<file path="src/rtl/spi_master.sv">
// Byte-wide SPI mode-0 master with TX/RX FIFOs on the BIU proxy bus (window 0x2).
// Optional loopback enabled by defining SPI_MASTER_LOOPBACK_EN.
module spi_master #(
  parameter int         FIFO_DEPTH = 4,
  parameter logic [3:0] DIV_RESET  = 4'h3
) (
  input  logic       CORE_CLK,
  input  logic       RST_n,
  input  logic [3:0] ADDRESS,
  input  logic [7:0] DATA_IN,
  output logic [7:0] DATA_OUT,
  input  logic       STROBE_WR,
  input  logic       STROBE_RD,
  output logic       SPI_SCLK,
  output logic       SPI_MOSI,
  input  logic       SPI_MISO,
  output logic       SPI_CS_n,
  output logic       SPI_INT
);
  localparam int AW = $clog2(FIFO_DEPTH);
  localparam logic [AW:0] FULL_CNT = (AW+1)'(FIFO_DEPTH);

  typedef enum logic [1:0] {IDLE, LOAD, LOW, HIGH} state_e;

  state_e      state_q, state_d;
  logic [7:0]  tx_sh_q, tx_sh_d, rx_sh_q, rx_sh_d, rx_hold_q, rx_hold_d;
  logic [2:0]  bit_cnt_q, bit_cnt_d;
  logic [3:0]  hcnt_q, hcnt_d, div_lat_q, div_lat_d, div_q, div_d;
  logic        sclk_q, sclk_d, mosi_q, mosi_d, cs_q, cs_d, int_en_q, int_en_d;
  logic        tx_ovf_q, tx_ovf_d, rx_ovf_q, rx_ovf_d, int_q, int_d;
  logic [AW-1:0] tx_wptr_q, tx_wptr_d, tx_rptr_q, tx_rptr_d;
  logic [AW-1:0] rx_wptr_q, rx_wptr_d, rx_rptr_q, rx_rptr_d;
  logic [AW:0]   tx_cnt_q, tx_cnt_d, rx_cnt_q, rx_cnt_d;
  logic [7:0]  tx_mem [FIFO_DEPTH];
  logic [7:0]  rx_mem [FIFO_DEPTH];

  logic tx_empty, tx_full, rx_empty, rx_full, busy, miso_in;
  logic wr_data, rd_data, tx_push, tx_pop, rx_push, rx_pop, rx_req;
  logic loop_bit;

`ifdef SPI_MASTER_LOOPBACK_EN
  logic loop_q, loop_d;
  assign loop_bit = loop_q;
  assign miso_in  = loop_q ? mosi_q : SPI_MISO;
  assign SPI_SCLK = sclk_q & ~loop_q;
  assign SPI_MOSI = mosi_q & ~loop_q;
  assign SPI_CS_n = ~cs_q | loop_q;
`else
  assign loop_bit = 1'b0;
  assign miso_in  = SPI_MISO;
  assign SPI_SCLK = sclk_q;
  assign SPI_MOSI = mosi_q;
  assign SPI_CS_n = ~cs_q;
`endif
  assign SPI_INT = int_q;

  assign tx_empty = (tx_cnt_q == '0);
  assign tx_full  = (tx_cnt_q == FULL_CNT);
  assign rx_empty = (rx_cnt_q == '0);
  assign rx_full  = (rx_cnt_q == FULL_CNT);
  assign busy     = (state_q != IDLE) || !tx_empty;

  always_comb begin
    case (ADDRESS)
      4'h0:    DATA_OUT = rx_hold_q;
      4'h1:    DATA_OUT = {1'b0, rx_ovf_q, tx_ovf_q, rx_full, rx_empty, tx_empty, tx_full, busy};
      4'h2:    DATA_OUT = {loop_bit, int_en_q, 2'b00, div_q};
      4'h3:    DATA_OUT = {7'b0, cs_q};
      default: DATA_OUT = 8'hEE;
    endcase
  end

  always_comb begin
    // NOTE: every _d starts from its _q so no path through this block can infer a latch.
    state_d = state_q;  tx_sh_d = tx_sh_q;  rx_sh_d = rx_sh_q;  rx_hold_d = rx_hold_q;
    bit_cnt_d = bit_cnt_q;  hcnt_d = hcnt_q;  div_lat_d = div_lat_q;  div_d = div_q;
    sclk_d = sclk_q;  mosi_d = mosi_q;  cs_d = cs_q;  int_en_d = int_en_q;
    tx_ovf_d = tx_ovf_q;  rx_ovf_d = rx_ovf_q;
`ifdef SPI_MASTER_LOOPBACK_EN
    loop_d = loop_q;
`endif
    rx_req = 1'b0;

    wr_data = STROBE_WR && (ADDRESS == 4'h0);
    rd_data = STROBE_RD && (ADDRESS == 4'h0);
    tx_pop  = (state_q == LOAD);
    tx_push = wr_data && (!tx_full || tx_pop);
    rx_pop  = rd_data && !rx_empty;

    case (state_q)
      IDLE: if (!tx_empty) state_d = LOAD;
      LOAD: begin
        tx_sh_d   = tx_mem[tx_rptr_q];
        mosi_d    = tx_mem[tx_rptr_q][7];
        bit_cnt_d = 3'd7;
        div_lat_d = div_q;
        hcnt_d    = div_q;
        sclk_d    = 1'b0;
        state_d   = LOW;
      end
      LOW: begin
        if (hcnt_q == 4'd0) begin
          sclk_d  = 1'b1;
          rx_sh_d = {rx_sh_q[6:0], miso_in};
          hcnt_d  = div_lat_q;
          state_d = HIGH;
        end else begin
          hcnt_d = hcnt_q - 4'd1;
        end
      end
      HIGH: begin
        if (hcnt_q == 4'd0) begin
          sclk_d = 1'b0;
          hcnt_d = div_lat_q;
          if (bit_cnt_q != 3'd0) begin
            bit_cnt_d = bit_cnt_q - 3'd1;
            tx_sh_d   = {tx_sh_q[6:0], 1'b0};
            mosi_d    = tx_sh_q[6];
            state_d   = LOW;
          end else begin
            rx_req  = 1'b1;
            state_d = tx_empty ? IDLE : LOAD;
          end
        end else begin
          hcnt_d = hcnt_q - 4'd1;
        end
      end
      default: state_d = IDLE;
    endcase

    rx_push = rx_req && (!rx_full || rx_pop);

    if (STROBE_WR) begin
      case (ADDRESS)
        4'h1: begin tx_ovf_d = 1'b0; rx_ovf_d = 1'b0; end
        4'h2: begin
          div_d    = DATA_IN[3:0];
          int_en_d = DATA_IN[6];
`ifdef SPI_MASTER_LOOPBACK_EN
          loop_d   = DATA_IN[7];
`endif
        end
        4'h3:    cs_d = DATA_IN[0];
        default: ;
      endcase
    end
    // A fresh overflow wins over a same-cycle clear.
    if (wr_data && !tx_push) tx_ovf_d = 1'b1;
    if (rx_req && !rx_push)  rx_ovf_d = 1'b1;

    if (rx_pop) rx_hold_d = rx_mem[rx_rptr_q];

    tx_wptr_d = tx_push ? tx_wptr_q + AW'(1) : tx_wptr_q;
    tx_rptr_d = tx_pop  ? tx_rptr_q + AW'(1) : tx_rptr_q;
    tx_cnt_d  = tx_cnt_q + (AW+1)'(tx_push) - (AW+1)'(tx_pop);
    rx_wptr_d = rx_push ? rx_wptr_q + AW'(1) : rx_wptr_q;
    rx_rptr_d = rx_pop  ? rx_rptr_q + AW'(1) : rx_rptr_q;
    rx_cnt_d  = rx_cnt_q + (AW+1)'(rx_push) - (AW+1)'(rx_pop);

    int_d = int_en_q & (!rx_empty | tx_ovf_q | rx_ovf_q);
  end

  // NOTE: FIFO storage has no reset; clearing the pointers and counts is what empties it.
  always_ff @(posedge CORE_CLK) begin
    if (tx_push) tx_mem[tx_wptr_q] <= DATA_IN;
    if (rx_push) rx_mem[rx_wptr_q] <= rx_sh_q;
  end

  // NOTE: sequential state uses non-blocking assignments only.
  always_ff @(posedge CORE_CLK or negedge RST_n) begin
    if (!RST_n) begin
      state_q <= IDLE;  tx_sh_q <= '0;  rx_sh_q <= '0;  rx_hold_q <= '0;
      bit_cnt_q <= '0;  hcnt_q <= '0;  div_lat_q <= '0;  div_q <= DIV_RESET;
      sclk_q <= 1'b0;  mosi_q <= 1'b0;  cs_q <= 1'b0;  int_en_q <= 1'b0;
      tx_ovf_q <= 1'b0;  rx_ovf_q <= 1'b0;  int_q <= 1'b0;
      tx_wptr_q <= '0;  tx_rptr_q <= '0;  tx_cnt_q <= '0;
      rx_wptr_q <= '0;  rx_rptr_q <= '0;  rx_cnt_q <= '0;
`ifdef SPI_MASTER_LOOPBACK_EN
      loop_q <= 1'b0;
`endif
    end else begin
      state_q <= state_d;  tx_sh_q <= tx_sh_d;  rx_sh_q <= rx_sh_d;  rx_hold_q <= rx_hold_d;
      bit_cnt_q <= bit_cnt_d;  hcnt_q <= hcnt_d;  div_lat_q <= div_lat_d;  div_q <= div_d;
      sclk_q <= sclk_d;  mosi_q <= mosi_d;  cs_q <= cs_d;  int_en_q <= int_en_d;
      tx_ovf_q <= tx_ovf_d;  rx_ovf_q <= rx_ovf_d;  int_q <= int_d;
      tx_wptr_q <= tx_wptr_d;  tx_rptr_q <= tx_rptr_d;  tx_cnt_q <= tx_cnt_d;
      rx_wptr_q <= rx_wptr_d;  rx_rptr_q <= rx_rptr_d;  rx_cnt_q <= rx_cnt_d;
`ifdef SPI_MASTER_LOOPBACK_EN
      loop_q <= loop_d;
`endif
    end
  end
endmodule

</file>
<file path="config.mk">
export PLATFORM = sky130hd
export DESIGN_NAME = spi_master
export DESIGN_NICKNAME = d
export VERILOG_FILES = /design/src/rtl/spi_master.sv
export SDC_FILE = /design/constraint.sdc
export NUM_CORES = 1
export LEC_CHECK = 0
export ABC_CLOCK_PERIOD_IN_PS = 4000
export BUFFER_PORTS_ARGS = -buffer_cell sky130_fd_sc_hd__buf_2
export CORE_MARGIN = 2
export CORE_UTILIZATION = 47
export DETAILED_ROUTE_END_ITERATION = 8
export SYNTH_ARGS = -nofsm -noshare
export SYNTH_HDL_FRONTEND = slang
export SYNTH_SLANG_ARGS = --single-unit
export TNS_END_PERCENT = 1
</file>
<file path="constraint.sdc">
create_clock -name CORE_CLK -period 4 [get_ports CORE_CLK]
set_clock_uncertainty 0.2 [all_clocks]
set_input_delay 1.2 -clock CORE_CLK [delete_from_list [all_inputs] [get_ports CORE_CLK]]
set_output_delay 1.2 -clock CORE_CLK [all_outputs]
set_load 0.02 [all_outputs]
</file>
---- Word level (Yosys, flattened, before mapping) ----
Memory sizes are Yosys's and may differ from the RTL's. A register that Yosys moved wholly into a read port is not among the register bits.
Index checks and enable logic that the tools add are counted.
storage, ports and cells
  flip-flop bits (word level) ............. 53
  RAM bits ................................ 64
  bits of input ports ..................... 17
  output and inout port bits .............. 12
  word-level logic and storage cells ...... 120
  memories ................................ 2
memory list
  memory  depth  bits a word  read ports  clocked after memory_dff  wr ports  RTL line  source
  rx_mem  4      8            1           1                         1         35        logic [7:0] rx_mem [FIFO_DEPTH];
  tx_mem  4      8            1           0                         1         34        logic [7:0] tx_mem [FIFO_DEPTH];
operators by class
  $add $sub $neg .......................... 10
  eq/ne operators ......................... 12
  multiplexer cells ....................... 32
  bitwise logic cells ..................... 4
  reductions and logical operators ........ 40
operator list
  operator               number
  $pmux W8 S4            1
  $mux W1                16
  $mux W7                2
  $pmux W7 S2            1
  $reduce_bool A2 Y1     7
  $reduce_and A2 Y1      5
  $reduce_and A3 Y1      3
  $add A2 B1 Y2 const B  4
  $eq A4 B2 Y1 const B   2
  $logic_not A4 Y1       2
  $mux W2                4
  $ne A2 B2 Y1 const B   4
  $pmux W2 S4            1
  $pmux W4 S2            1
  $logic_and A1 B1 Y1    7
  $logic_not A1 Y1       7
  $add A3 B1 Y3          2
  $eq A3 B3 Y1 const B   2
  $logic_not A3 Y1       2
  $mux W3                2
  $pmux W3 S2            1
  $reduce_bool A3 Y1     2
  $sub A3 B1 Y3          2
  $eq A2 B2 Y1 const B   2
  other kinds (13)       16

---- Longest topological paths before layout ----
  depth after elaboration ................. 9
  depth in mapped cells ................... 14
  gate-level depth less buffers ........... 13

---- Worst setup path after synthesis ----
No wires, ideal clock.
  kind .................................... input port to output port
  start point ............................. input ADDRESS[1]
  end point ............................... output DATA_OUT[0]
  arrival ................................. 2724 ps
  data required time ...................... 2600 ps
  slack ................................... -124 ps
  stages .................................. 3
  buffers on the path ..................... 1
  cell sequence ........................... clkbuf_1 a22o_1 a2111oi_0
between the ends
  longest elaborated chain between the ends .. 2
  elaborated cells between the ends (all ways) .. 5
  those cells by class .................... eq/ne (3); mux (1); reduce/logical (1)
RTL lines
  item                                        RTL line  source
  from (decl)                                 9         input logic [3:0] ADDRESS,
  $eq A4 B2 Y1, or another cell as far along  64        case (ADDRESS)
  $pmux W8 S4 *                               64
  to (decl)                                   11        output logic [7:0] DATA_OUT,
Mark *: on every way between the ends. The rest lies on a longest branch, timed or not.

---- Worst setup path in the final report ----
Ends and elaborated chain as after synthesis.

==> impl_metrics.toml <==
[yosys]
synth_ff_type = "edfxtp_1"
synth.cell_area_mm2 = 0.005474
ys_seq_elements = 125
syn_area_per_cell_um2 = 14.68
yosysTopAreaCell = "edfxtp_1"
synth_common_cells = "edfxtp_1, dfrtp_1, nand2_1"
ys.warnings.count = 0
yosys-top-cells-area = "edfxtp_1, dfrtp_1, mux4_2"
seq_area_frac_synth_pct = 63.04
synth_cells = 373
yosys.cell_count.top_type = "edfxtp_1"
yosys.area.top_type_share_pct = 35.11
synth_nets = 408
ys_types = 47
synth_edf_count = 64
async_reset_ff_share_pct = 48.80

[floorplan]
die_w_um = 111.9
die-area_mm2 = 0.01253
die_y_um = 111.9
initial_core_util_pct = 48.15
coreArea_mm2 = 0.01137
ioPinCount = 29
row_count = 39

[critical_path]
required_ps = 2600
cp_common_cell = "buf_2"
path_delay_family = "compound AO/OA/AOI/OAI gates"
crit_slowest_cell = "a2111oi_1"
cp-start-kind = "input pin"
crit_buf_inv = 2
crit_type = "input pin to output port"
crit_path_end_kind = "output port"
cp_cell_sequence = "buf_2, nor3_1, a22o_1, a2111oi_1, buf_2"
crit_fanout = 8
worstPathArrival_ps = 2210
crit_path_max_incr_delay_ps = 360

[detailed_routing]
drt_first_pass_iters = 4
routed_via_density = 5.291
wl_mm = 9.901
antenna_left = 0
num_vias = 3021
wl_per_cell_um = 17.34
drtIter0Drc = 198
drc = 0

[global_routing]
first_global_vias = 3114
antenna_found_initial = 0
grt-ovfl-total = 0
grt_max_degree = 30
grtUsageTotal_pct = 17.28
grt_pass1_wl_mm = 16.19

[power]
peakVddDrop_mv = 0.6254
power_frac_clock_pct = 34.5
p_int_w = 0.003130
combPwrFrac_pct = 22.0
seqPwrFrac_pct = 43.4
finalPower_w = 0.004427
powerDensity_mw_per_mm2 = 693.2
p_sw_w = 0.001297
p_leak_nw = 2.616
netSwitchingFraction_pct = 29.29

[timing]
drv_slew = 0
setup-tns-final_ps = 0
timing.slew.headroom_pct = 59.40
hold_viol = 0
finalCritPeriodShare_pct = 90.27
finalSetupViolations = 0
rsz0062_at_grt = "no"
max_freq_mhz = 277.0
min_period_ps = 3611
tightest_slew_ps = 608.9

[clock_network]
insertion_delay_ps = 410
post_cts_buffers = 0
cts_made_buffers = 17
cts_max_level = 4
cts_tree = "yes"
post_cts_resized = 0
clock-sinks = 125
path_clk_slew_ps = 60
clock_tree.root_cell = "clkbuf_16"
clockBufferDepth = 2
hold_buffers = 0

[placed_design]
globalplace.congestion = 0.7672
portBuffers = 28
dp_hpwl_mm = 6.853

[layout]
n_antenna_cell = 0
final_layout_size_suffix_gt1_share_pct = 28.50
nNetsFinal = 450
area_growth_pct = 16.66

[job]
cap_violations = 0

[outcome]
outcome = "complete, no violations"

[hold_path]
hold_path.class = "register to register"
[per-layer routing]
metal | vias up | share of wire, % | GRT usage, %
met5 | - | 0 | 0
met4 | 0 | 2.4 | 7.984
met3 | 23 | 3.8 | 5.335
met2 | 58 | 49 | 27.56
met1 | 1491 | 45 | 21.77
li1 | 1449 | - | -
[stage by stage]
stage	setup slack (ps)	hold WS (ps)	utilization, %	cells	instance area [µm²]
4_1_cts	379.9	295.9	56.17	571	6386
3_3_place_gp	381.4	271.9	50.92	539	5789
2_1_floorplan	118.6	250.6	-	373	5475
6_report	389.2	296.3	56.17	571	6386
5_1_grt	236.7	311.8	56.17	571	6386
3_5_place_dp	292.2	284.0	50.92	539	5789
[kinds of logic after synthesis]
| group | Yosys count | synth area share (%) |
|---|---|---|
| muxes | 51 | 13.76 |
| AOI/OAI and AO/OA | 49 | 5.897 |
| and+or+nand+nor | 82 | 8.275 |
| DFF | 125 | 63.04 |
| adders and majority gates | 18 | 4.389 |
| buffers and inverters | 38 | 3.040 |
| xor gates and xnor gates | 10 | 1.600 |
[state kept, by name (all words and copies together) (netlist names), 3 cells and up]
signal,cells
bit_cnt_q,3
div_lat_q,4
div_q,4
hcnt_q,4
rx_cnt_q,3
rx_hold_q,8
rx_mem,32
rx_sh_q,8
tx_cnt_q,3
tx_mem,32
tx_sh_q,7
[path summary, 6_finish.rpt]
path | from | endpoint | slack (ps) | cells after the start
max in group asynchronous | RST_n | div_q[1]$_DFFE_PN1P_ | 2400 | 2
min in group asynchronous | RST_n | SPI_SCLK$_DFFE_PN0P_ | 480 | 1
hold reg to reg | bit_cnt_q[0]$_DFFE_PN0P_ | bit_cnt_q[0]$_DFFE_PN0P_ | 300 | 1
setup / recovery | ADDRESS[1] | DATA_OUT[0] | 390 | 5
setup reg to reg | hcnt_q[0]$_DFFE_PN0N_ | rx_cnt_q[2]$_DFF_PN0_ | 640 | 13
hold / removal | bit_cnt_q[0]$_DFFE_PN0P_ | bit_cnt_q[0]$_DFFE_PN0P_ | 300 | 1
[power by group through the flow]
stage	logic, W	clock network (W)	registers [W]
floorplan	0.000843	0	0.00181
global route	0.00110	0.00162	0.00197
detailed placement	0.000987	0	0.00195
CTS	0.000989	0.00156	0.00193
finish	0.000976	0.00153	0.00192
global placement	0.000957	0	0.00194
[layout make-up]
| cell class | instances | area, µm² |
|---|---|---|
| fillers | 929 | 4984 |
| multi-input cells | 210 | 1858 |
| clock inverters | 14 | 167.7 |
| flip-flops and latches | 125 | 3451 |
| clock buffers | 18 | 429.2 |
| inverters | 23 | 86.33 |
| well taps | 143 | 178.9 |
| repair buffers | 38 | 215.2 |
[cells in the final DEF (no fill, tap or decap), types with 2 or more instances in the layout]
cell type / Yosys / routed
xnor2_1: 8 / 8
dfstp_2: 2 / 2
fa_1: 2 / 2
o31a_1: 2 / 2
and3b_1: 2 / 2
o21ai_0: 11 / 11
nand2_1: 30 / 30
nor4_4: 2 / 2
mux2_2: 26 / 26
a211oi_1: 3 / 3
a21oi_1: 8 / 8
nor3_1: 3 / 3
and2_1: 9 / 9
clkinvlp_4: 0 / 2
mux2_4: 2 / 2
bufinv_16: 0 / 3
clkinv_4: 0 / 3
nor2b_1: 5 / 5
buf_4: 2 / 10
mux4_2: 16 / 16
a21o_1: 2 / 2
edfxtp_1: 64 / 64
inv_6: 0 / 2
dfrtp_1: 59 / 59
a31oi_1: 11 / 11
clkinv_2: 0 / 3
mux2i_1: 7 / 7
or3b_2: 2 / 2
clkbuf_16: 0 / 17
nor2_1: 15 / 15
xor2_1: 2 / 2
inv_1: 23 / 23
buf_2: 7 / 28
ha_1: 16 / 16
nand3_1: 5 / 5
a22o_1: 2 / 2
o211ai_1: 5 / 5
Note: power is estimated with default switching activity, not from simulation.
